`src/rtl/serial_alu_if.sv`:
```
// serial_alu_if: start/operand request and result/status bundle for serial_alu.
interface serial_alu_if #(
    parameter int WIDTH = 32
);
    logic             start;
    logic [2:0]       op;
    logic [WIDTH-1:0] a;
    logic [WIDTH-1:0] b;
    logic             busy;
    logic             done;
    logic [WIDTH-1:0] result;
    logic             zero;
    logic             overflow;
    modport master(output start, op, a, b, input busy, done, result, zero, overflow);
    modport slave(input start, op, a, b, output busy, done, result, zero, overflow);
endinterface

```
`src/rtl/serial_alu.sv`:
```
// serial_alu: bit-serial AND/OR/ADD/SUB/SLT, one bit per clock LSB first; SLT resolved in one extra cycle.
// Define SERIAL_ALU_OVF_EN to produce signed overflow and signed-correct SLT; otherwise overflow is 0.
module serial_alu #(
    parameter int WIDTH = 32
) (
    input logic         clk,
    input logic         rst_n,
    serial_alu_if.slave bus
);
    localparam int CW = $clog2(WIDTH);
    typedef enum logic [1:0] {IDLE, SHIFT, SLTFIX, DONE} state_t;
    state_t           state, state_nx;
    logic [WIDTH-1:0] a_sr, b_sr, res, res_shift;
    logic [2:0]       op_r;
    logic [CW-1:0]    cnt;
    logic             carry, sign, zero_r, b_bit, add_bit, sum, cout, last, is_slt, set;
    always_comb begin
        state_nx  = state;
        b_bit     = b_sr[0] ^ op_r[2];
        add_bit   = a_sr[0] ^ b_bit ^ carry;
        cout      = (a_sr[0] & b_bit) | (carry & (a_sr[0] ^ b_bit));
        sum       = op_r[1] ? add_bit : (op_r[0] ? (a_sr[0] | b_bit) : (a_sr[0] & b_bit));
        res_shift = {sum, res[WIDTH-1:1]};
        last      = cnt == CW'(WIDTH - 1);
        is_slt    = op_r[1:0] == 2'b11;
        case (state)
            IDLE:    state_nx = bus.start ? SHIFT : IDLE;
            SHIFT:   state_nx = last ? (is_slt ? SLTFIX : DONE) : SHIFT;
            SLTFIX:  state_nx = DONE;
            DONE:    state_nx = IDLE;
            default: state_nx = IDLE;
        endcase
    end
    always_ff @(posedge clk or negedge rst_n) begin
        if (!rst_n) state <= IDLE;
        else state <= state_nx;
    end
    always_ff @(posedge clk or negedge rst_n) begin
        if (!rst_n) begin
            a_sr   <= '0;
            b_sr   <= '0;
            op_r   <= '0;
            cnt    <= '0;
            carry  <= 1'b0;
            sign   <= 1'b0;
            res    <= '0;
            zero_r <= 1'b0;
        end else begin
            case (state)
                IDLE: if (bus.start) begin
                    a_sr  <= bus.a;
                    b_sr  <= bus.b;
                    op_r  <= bus.op;
                    carry <= bus.op[2];
                    cnt   <= '0;
                end
                SHIFT: begin
                    res   <= res_shift;
                    carry <= cout;
                    a_sr  <= a_sr >> 1;
                    b_sr  <= b_sr >> 1;
                    cnt   <= last ? cnt : cnt + 1'b1;
                    if (last) begin
                        sign <= sum;
                        if (!is_slt) zero_r <= res_shift == '0;
                    end
                end
                SLTFIX: begin
                    res    <= {{(WIDTH-1){1'b0}}, set};
                    zero_r <= !set;
                end
                default: ;
            endcase
        end
    end
`ifdef SERIAL_ALU_OVF_EN
    // ovf_r is the raw MSB result; ovf_out only moves on entry to DONE
    logic ovf_r, ovf_out;
    assign set          = sign ^ ovf_r;
    assign bus.overflow = ovf_out;
    always_ff @(posedge clk or negedge rst_n) begin
        if (!rst_n) begin
            ovf_r   <= 1'b0;
            ovf_out <= 1'b0;
        end else if (state == SHIFT && last) begin
            ovf_r <= carry ^ cout;
            if (!is_slt) ovf_out <= carry ^ cout;
        end else if (state == SLTFIX) begin
            ovf_out <= ovf_r;
        end
    end
`else
    assign set          = sign;
    assign bus.overflow = 1'b0;
`endif
    assign bus.busy   = state != IDLE;
    assign bus.done   = state == DONE;
    assign bus.result = res;
    assign bus.zero   = zero_r;
endmodule

```
`src/flat_wrapper.sv`:
```
// flat-port wrapper written by rule: the top's interface ports become plain ports
module serial_alu_flat 
#(
    parameter int WIDTH = 32
)
  (clk, rst_n, bus_start, bus_op, bus_a, bus_b, bus_busy, bus_done, bus_result, bus_zero, bus_overflow);
  serial_alu_if #(.WIDTH(WIDTH)) bus_i ();
  input logic clk;
  input logic rst_n;
  input wire logic [$bits(bus_i.start)-1:0] bus_start;
  input wire logic [$bits(bus_i.op)-1:0] bus_op;
  input wire logic [$bits(bus_i.a)-1:0] bus_a;
  input wire logic [$bits(bus_i.b)-1:0] bus_b;
  output wire logic [$bits(bus_i.busy)-1:0] bus_busy;
  output wire logic [$bits(bus_i.done)-1:0] bus_done;
  output wire logic [$bits(bus_i.result)-1:0] bus_result;
  output wire logic [$bits(bus_i.zero)-1:0] bus_zero;
  output wire logic [$bits(bus_i.overflow)-1:0] bus_overflow;
  assign bus_i.start = bus_start;
  assign bus_i.op = bus_op;
  assign bus_i.a = bus_a;
  assign bus_i.b = bus_b;
  assign bus_busy = bus_i.busy;
  assign bus_done = bus_i.done;
  assign bus_result = bus_i.result;
  assign bus_zero = bus_i.zero;
  assign bus_overflow = bus_i.overflow;
  serial_alu #(.WIDTH(WIDTH)) u_core (.clk(clk), .rst_n(rst_n), .bus(bus_i));
endmodule
```
`config.mk`:
```
export PLATFORM = sky130hd
export DESIGN_NAME = serial_alu_flat
export DESIGN_NICKNAME = d
export VERILOG_FILES = /design/src/rtl/serial_alu_if.sv /design/src/rtl/serial_alu.sv /design/src/flat_wrapper.sv
export SDC_FILE = /design/constraint.sdc
export NUM_CORES = 1
export LEC_CHECK = 0
export ABC_AREA = 1
export BUFFER_PORTS_ARGS = -buffer_cell sky130_fd_sc_hd__buf_2
export CAP_MARGIN = 20
export CELL_PAD_IN_SITES_DETAIL_PLACEMENT = 0
export CELL_PAD_IN_SITES_GLOBAL_PLACEMENT = 1
export CORE_ASPECT_RATIO = 1.1
export CORE_MARGIN = 4
export CORE_UTILIZATION = 40
export CTS_CLUSTER_DIAMETER = 50
export DETAILED_ROUTE_END_ITERATION = 12
export MAX_ROUTING_LAYER = met4
export PLACE_DENSITY_LB_ADDON = 0.1
export SKIP_CTS_REPAIR_TIMING = 1
export SLEW_MARGIN = 20
export SYNTH_ARGS = -nofsm -noshare
export SYNTH_HDL_FRONTEND = slang
export SYNTH_SLANG_ARGS = --single-unit
```
`constraint.sdc`:
```
create_clock -name clk -period 2.5 [get_ports clk]
set_clock_uncertainty 0.2 [all_clocks]
set_input_delay 0.5 -clock clk [delete_from_list [all_inputs] [get_ports clk]]
set_output_delay 0.5 -clock clk [all_outputs]
set_load 0.01 [all_outputs]
```
After elaboration in Yosys (flattened, before gate mapping)
Index checks and enable logic that the tools add are counted.
{ "totals": {"out_inout_bits": 36, "in_bits": 70, "ff_bits": 109} }
{ "op_classes": {"eq_ne": 9, "n_mux": 19, "n_addsub": 1, "reduce_logical": 11, "bitwise_logic": 7} }
{ "op_table": {"columns": ["op", "n"], "rows": [
  ["$pmux W32 S2", 3],
  ["$mux W32", 2],
  ["$logic_not A32 Y1", 1],
  ["$mux W5", 2],
  ["$pmux W5 S2", 1],
  ["$pmux W2 S4", 1],
  ["$mux W1", 7],
  ["$eq A2 B2 Y1 const B", 3],
  ["$ne A2 B2 Y1 const B", 3],
  ["$reduce_and A2 Y1", 3],
  ["$reduce_and A3 Y1", 2],
  ["$reduce_bool A2 Y1", 3],
  ["$add A5 B1 Y5 const B", 1],
  ["$eq A5 B5 Y1 const B", 1],
  ["$pmux W1 S2", 2],
  ["$xor A1 B1 Y1", 3],
  ["$and A1 B1 Y1", 2],
  ["$eq A2 B1 Y1 const B", 1],
  ["$logic_not A2 Y1", 1],
  ["$mux W2", 1],
  ["$ne A2 B1 Y1 const B", 1],
  ["$or A1 B1 Y1", 2],
  ["$logic_not A1 Y1", 1]
]} }

Depth between registers and ports, before layout
{ "depth": {"depth_word": 8, "depth_mapped": 12} }

Least setup slack after synthesis
No wires, ideal clock.
{ "synth_timing": {"kind": "register to register", "from": "register u_core.op_r[2]", "to": "register u_core.zero_r, in the netlist u_core.bus.zero", "path_stages_with_launch": 10, "synth_period_minus_slack_ps": 1972, "slack_ps": 528, "setup_ps": 116, "required_time_ps": 2184, "t_arrival_ps": 1656, "path_cell_list": "dfrtp_1 xnor2_1 fa_1 or2_2 nand2_1 nor2_1 nand2_1 nand2_1 nand2_1 nand2_1"} }
{ "synth_via": {"elab_chain_len": 8, "word_cells_on_any_way": 11} }
{ "synth_rtl": {"columns": ["element", "line_no", "rtl"], "rows": [
  ["start, declared", "serial_alu.sv:14", "logic [2:0] op_r;"],
  ["start signal, assigned", "serial_alu.sv:53", "op_r <= bus.op;"],
  ["$xor A1 B1 Y1 (*)", "serial_alu.sv:19", "b_bit = b_sr[0] ^ op_r[2];"],
  ["$and A1 B1 Y1 (tied with other cells)", "serial_alu.sv:22", "sum = op_r[1] ? add_bit : (op_r[0] ? (a_sr[0] | b_bit) : (a_sr[0] & b_bit));"],
  ["$mux W1 / $xor A1 B1 Y1 (equally long branches)", "serial_alu.sv:22, serial_alu.sv:20", null],
  ["$mux W1 (*)", "serial_alu.sv:22", null],
  ["$logic_not A32 Y1 (*)", "serial_alu.sv:65", "if (!is_slt) zero_r <= res_shift == '0;"],
  ["$mux W1 (*)", "serial_alu.sv:65", null],
  ["$mux W1 (*)", "serial_alu.sv:63", "if (last) begin"],
  ["$pmux W1 S2 (*)", "serial_alu.sv:49", "case (state)"],
  ["end signal, assigned", "serial_alu.sv:70", "zero_r <= !set;"],
  ["end, declared", "serial_alu.sv:16", "logic carry, sign, zero_r, b_bit, add_bit, sum, cout, last, is_slt, set;"]
]} }
Mark *: on every way between the ends. The rest lies on a longest branch, timed or not. The select of a mux whose other input is x is not followed.
A chain may end at the register's enable or synchronous reset.

Worst setup path after layout
Ends and elaborated chain as after synthesis.

==> results.cfg <==
[status]
status = finished clean

[critical_path]
cp-end-kind = register
critPathLaunchType = register
critPathArrivalTime_ns = 2.10
reg2regPathDepth = 9
rrSetupSlack_ns = 0.43
worstReg2RegEnd = u_core.bus.zero
critPathKind = reg2reg
critPathMaxFanout = 3
rr_startpoint = u_core.op_r[2]
cp.required_ns = 2.54

[route]
viasPerCell = 4.87
via_count = 3974
dr.first_iter.drc_count = 280
ant_nets = 0
wl_per_cell_um = 13.4
drcViolationCount = 0
wirelength_mm = 10.9
dr.pass1.iters = 4

[floorplanning]
initial_core_util = 0.409
die_w_um = 114
io_pins = 106
fp.dieH_um = 124
rows = 42
dieArea_um2 = 14200
fp.coreArea_um2 = 12000

[min_path]
holdPathEnd = u_core.a_sr[31]
min_from = bus_a[31]
min_path_cells = 2
hold_path.class = in2reg

[synthesis]
ys_types = 29
syn_avg_cell_area_um2 = 8.72
ys_ff_latch = 109
synth_warnings = 0
seq_area_frac_synth = 0.554
synth_nets = 644
synthesis.area_um2 = 4920
syn_inst = 565

[global_route]
grt_pass1_wl_mm = 18.3
grt_antenna_before_repair = 1
grt_pass1_vias = 3846
grt_max_degree = 71
grt_use_total = 0.163
overflow = 0

[clock_network]
cts.reportedPaths.clkPinSlew_ns = 0.07
cts_buffers = 9
clockBufferDepth = 2
cts_root_buf = clkbuf_16
clk_latency_ns = 0.34
clock_sinks = 109
cts_htree_levels = 3
cts_tree = yes

[finish]
multi_input_area_um2 = 1810
seq_area_um2 = 2730
layout.cells.non_filler = 816
syn2layout_area_growth_pct = 19.8
final_nets = 735
final_core_util = 0.490
layout-drive-gt1-share = 0.209
nFillCells = 1227
final_area_um2 = 5900

[power]
peakVddDrop_mv = 0.533
fin_total_pwr_mw = 7.27
power_density_nw_per_um2 = 1230
leakage_nw = 2.87

[place]
gp_congestion = 0.797
dp_hpwl_mm = 7.49
placed_cell_area_um2 = 5580
portBuffers = 104
dp_cells = 798
place_ws_ns = 0.432

[timing]
period_needed_ns = 2.07
hold_viol_final = 0
setup-tns-final_ns = 0
min_period_over_period = 0.826
maxSlewViolCount = 0
fmax_mhz = 484
rsz0062_at_grt = no
setup_violations = 0
worst_pin_slew_ns = 0.594
hold_ws_ns = 0.183
setup_slack_ns = 0.434
relSlewSlack = 0.604

[job]
maxCapViolCount = 0
-- cell usage in the layout, fill, tap and decap left out, types with 4 or more instances in the layout --
master	Yosys	layout
buf_12	0	5
nor3_1	4	4
inv_1	48	48
nor2_1	84	84
a21oi_1	4	4
nand3_1	5	5
buf_4	3	6
dfrtp_1	109	109
ha_1	8	7
clkbuf_16	0	9
buf_2	12	103
o21ai_0	8	8
o22ai_1	31	31
nand2_1	149	149
a31oi_1	62	62
-- power breakdown --
| part | internal (mW) | switching (mW) |
|---|---|---|
| clock network | 0.854 | 0.626 |
| registers | 2.48 | 0.397 |
| logic | 1.11 | 1.81 |
-- cell type report --
class | count | area share
Sequential cell | 109 | 0.462
Timing Repair Buffer | 115 | 0.114
Inverter | 49 | 0.0312
Tap cell | 154 | 0.0326
Multi-Input combinational cell | 372 | 0.307
Clock buffer | 12 | 0.0452
Antenna cell | 1 | 0.000424
Clock inverter | 4 | 0.00763
-- sequential cells by signal, indices dropped and copies added, names as in the netlist, named ones only --
| register | count |
|---|---|
| u_core.a_sr | 32 |
| u_core.b_sr | 32 |
| u_core.bus.result | 32 |
| u_core.bus.zero | 1 |
| u_core.carry | 1 |
| u_core.cnt | 5 |
| u_core.op_r | 3 |
| u_core.set | 1 |
| u_core.state | 1 |
-- logic make-up after synthesis --
family,count (synthesis),share of synthesized area
adders and majority gates,9,0.0244
DFF,109,0.554
buffers and inverters,84,0.0785
AOI/OAI and AO/OA,111,0.140
other,1,0.000761
muxes,1,0.00229
and+or+nand+nor,249,0.198
xor gates and xnor gates,1,0.00178
-- worst max path at each step --
stage | start | endpoint | slack (ns) | cells past startpoint
4_1_cts | u_core.op_r[2] | u_core.bus.zero | 0.41 | 9
2_1_floorplan | u_core.op_r[2] | u_core.bus.zero | 0.53 | 9
6_report | u_core.op_r[2] | u_core.bus.zero | 0.43 | 9
3_5_place_dp | u_core.op_r[2] | u_core.bus.zero | 0.43 | 9
5_1_grt | u_core.op_r[2] | u_core.bus.zero | 0.22 | 9
3_3_place_gp | u_core.op_r[2] | u_core.bus.zero | 0.46 | 9
-- cell usage after synthesis --
library cell | instances | area [um2]
nand2_1 | 149 | 559
dfrtp_1 | 109 | 2730
nor2_1 | 84 | 315
a31oi_1 | 62 | 388
inv_1 | 48 | 180
o22ai_1 | 31 | 194
clkbuf_1 | 14 | 52.6
buf_2 | 12 | 60.1
ha_1 | 8 | 100
o21ai_0 | 8 | 40.0
buf_6 | 6 | 67.6
nand3_1 | 5 | 25.0
a21oi_1 | 4 | 20.0
nor3_1 | 4 | 20.0
buf_4 | 3 | 22.5
a32o_1 | 2 | 20.0
nand2_2 | 2 | 12.5
nand2_4 | 2 | 22.5
o221ai_1 | 2 | 17.5
conb_1 | 1 | 3.75
fa_1 | 1 | 20.0
inv_2 | 1 | 3.75
mux2_2 | 1 | 11.3
nand4_1 | 1 | 6.26
nor3b_1 | 1 | 7.51
o211ai_1 | 1 | 7.51
o21ai_1 | 1 | 5.00
or2_2 | 1 | 6.26
xnor2_1 | 1 | 8.76
-- per-layer routing --
metal | track usage | up-vias | wire length [um]
met4 | 0.0650 | 0 | 183
met3 | 0.0306 | 12 | 490
met5 | - | - | 0
met1 | 0.222 | 1843 | 5270
li1 | - | 2042 | -
met2 | 0.241 | 77 | 4970
-- critical path, cell delays in order (launching register included) --
cell and delay [ns]:
dfrtp_1 0.39, xnor2_1 0.31, fa_1 0.44, or2_2 0.29, nand2_1 0.09, nor2_1 0.05
nand2_1 0.05, nand2_1 0.04, nand2_1 0.05, nand2_1 0.04
No activity file was read; power rests on OpenSTA's default activity.
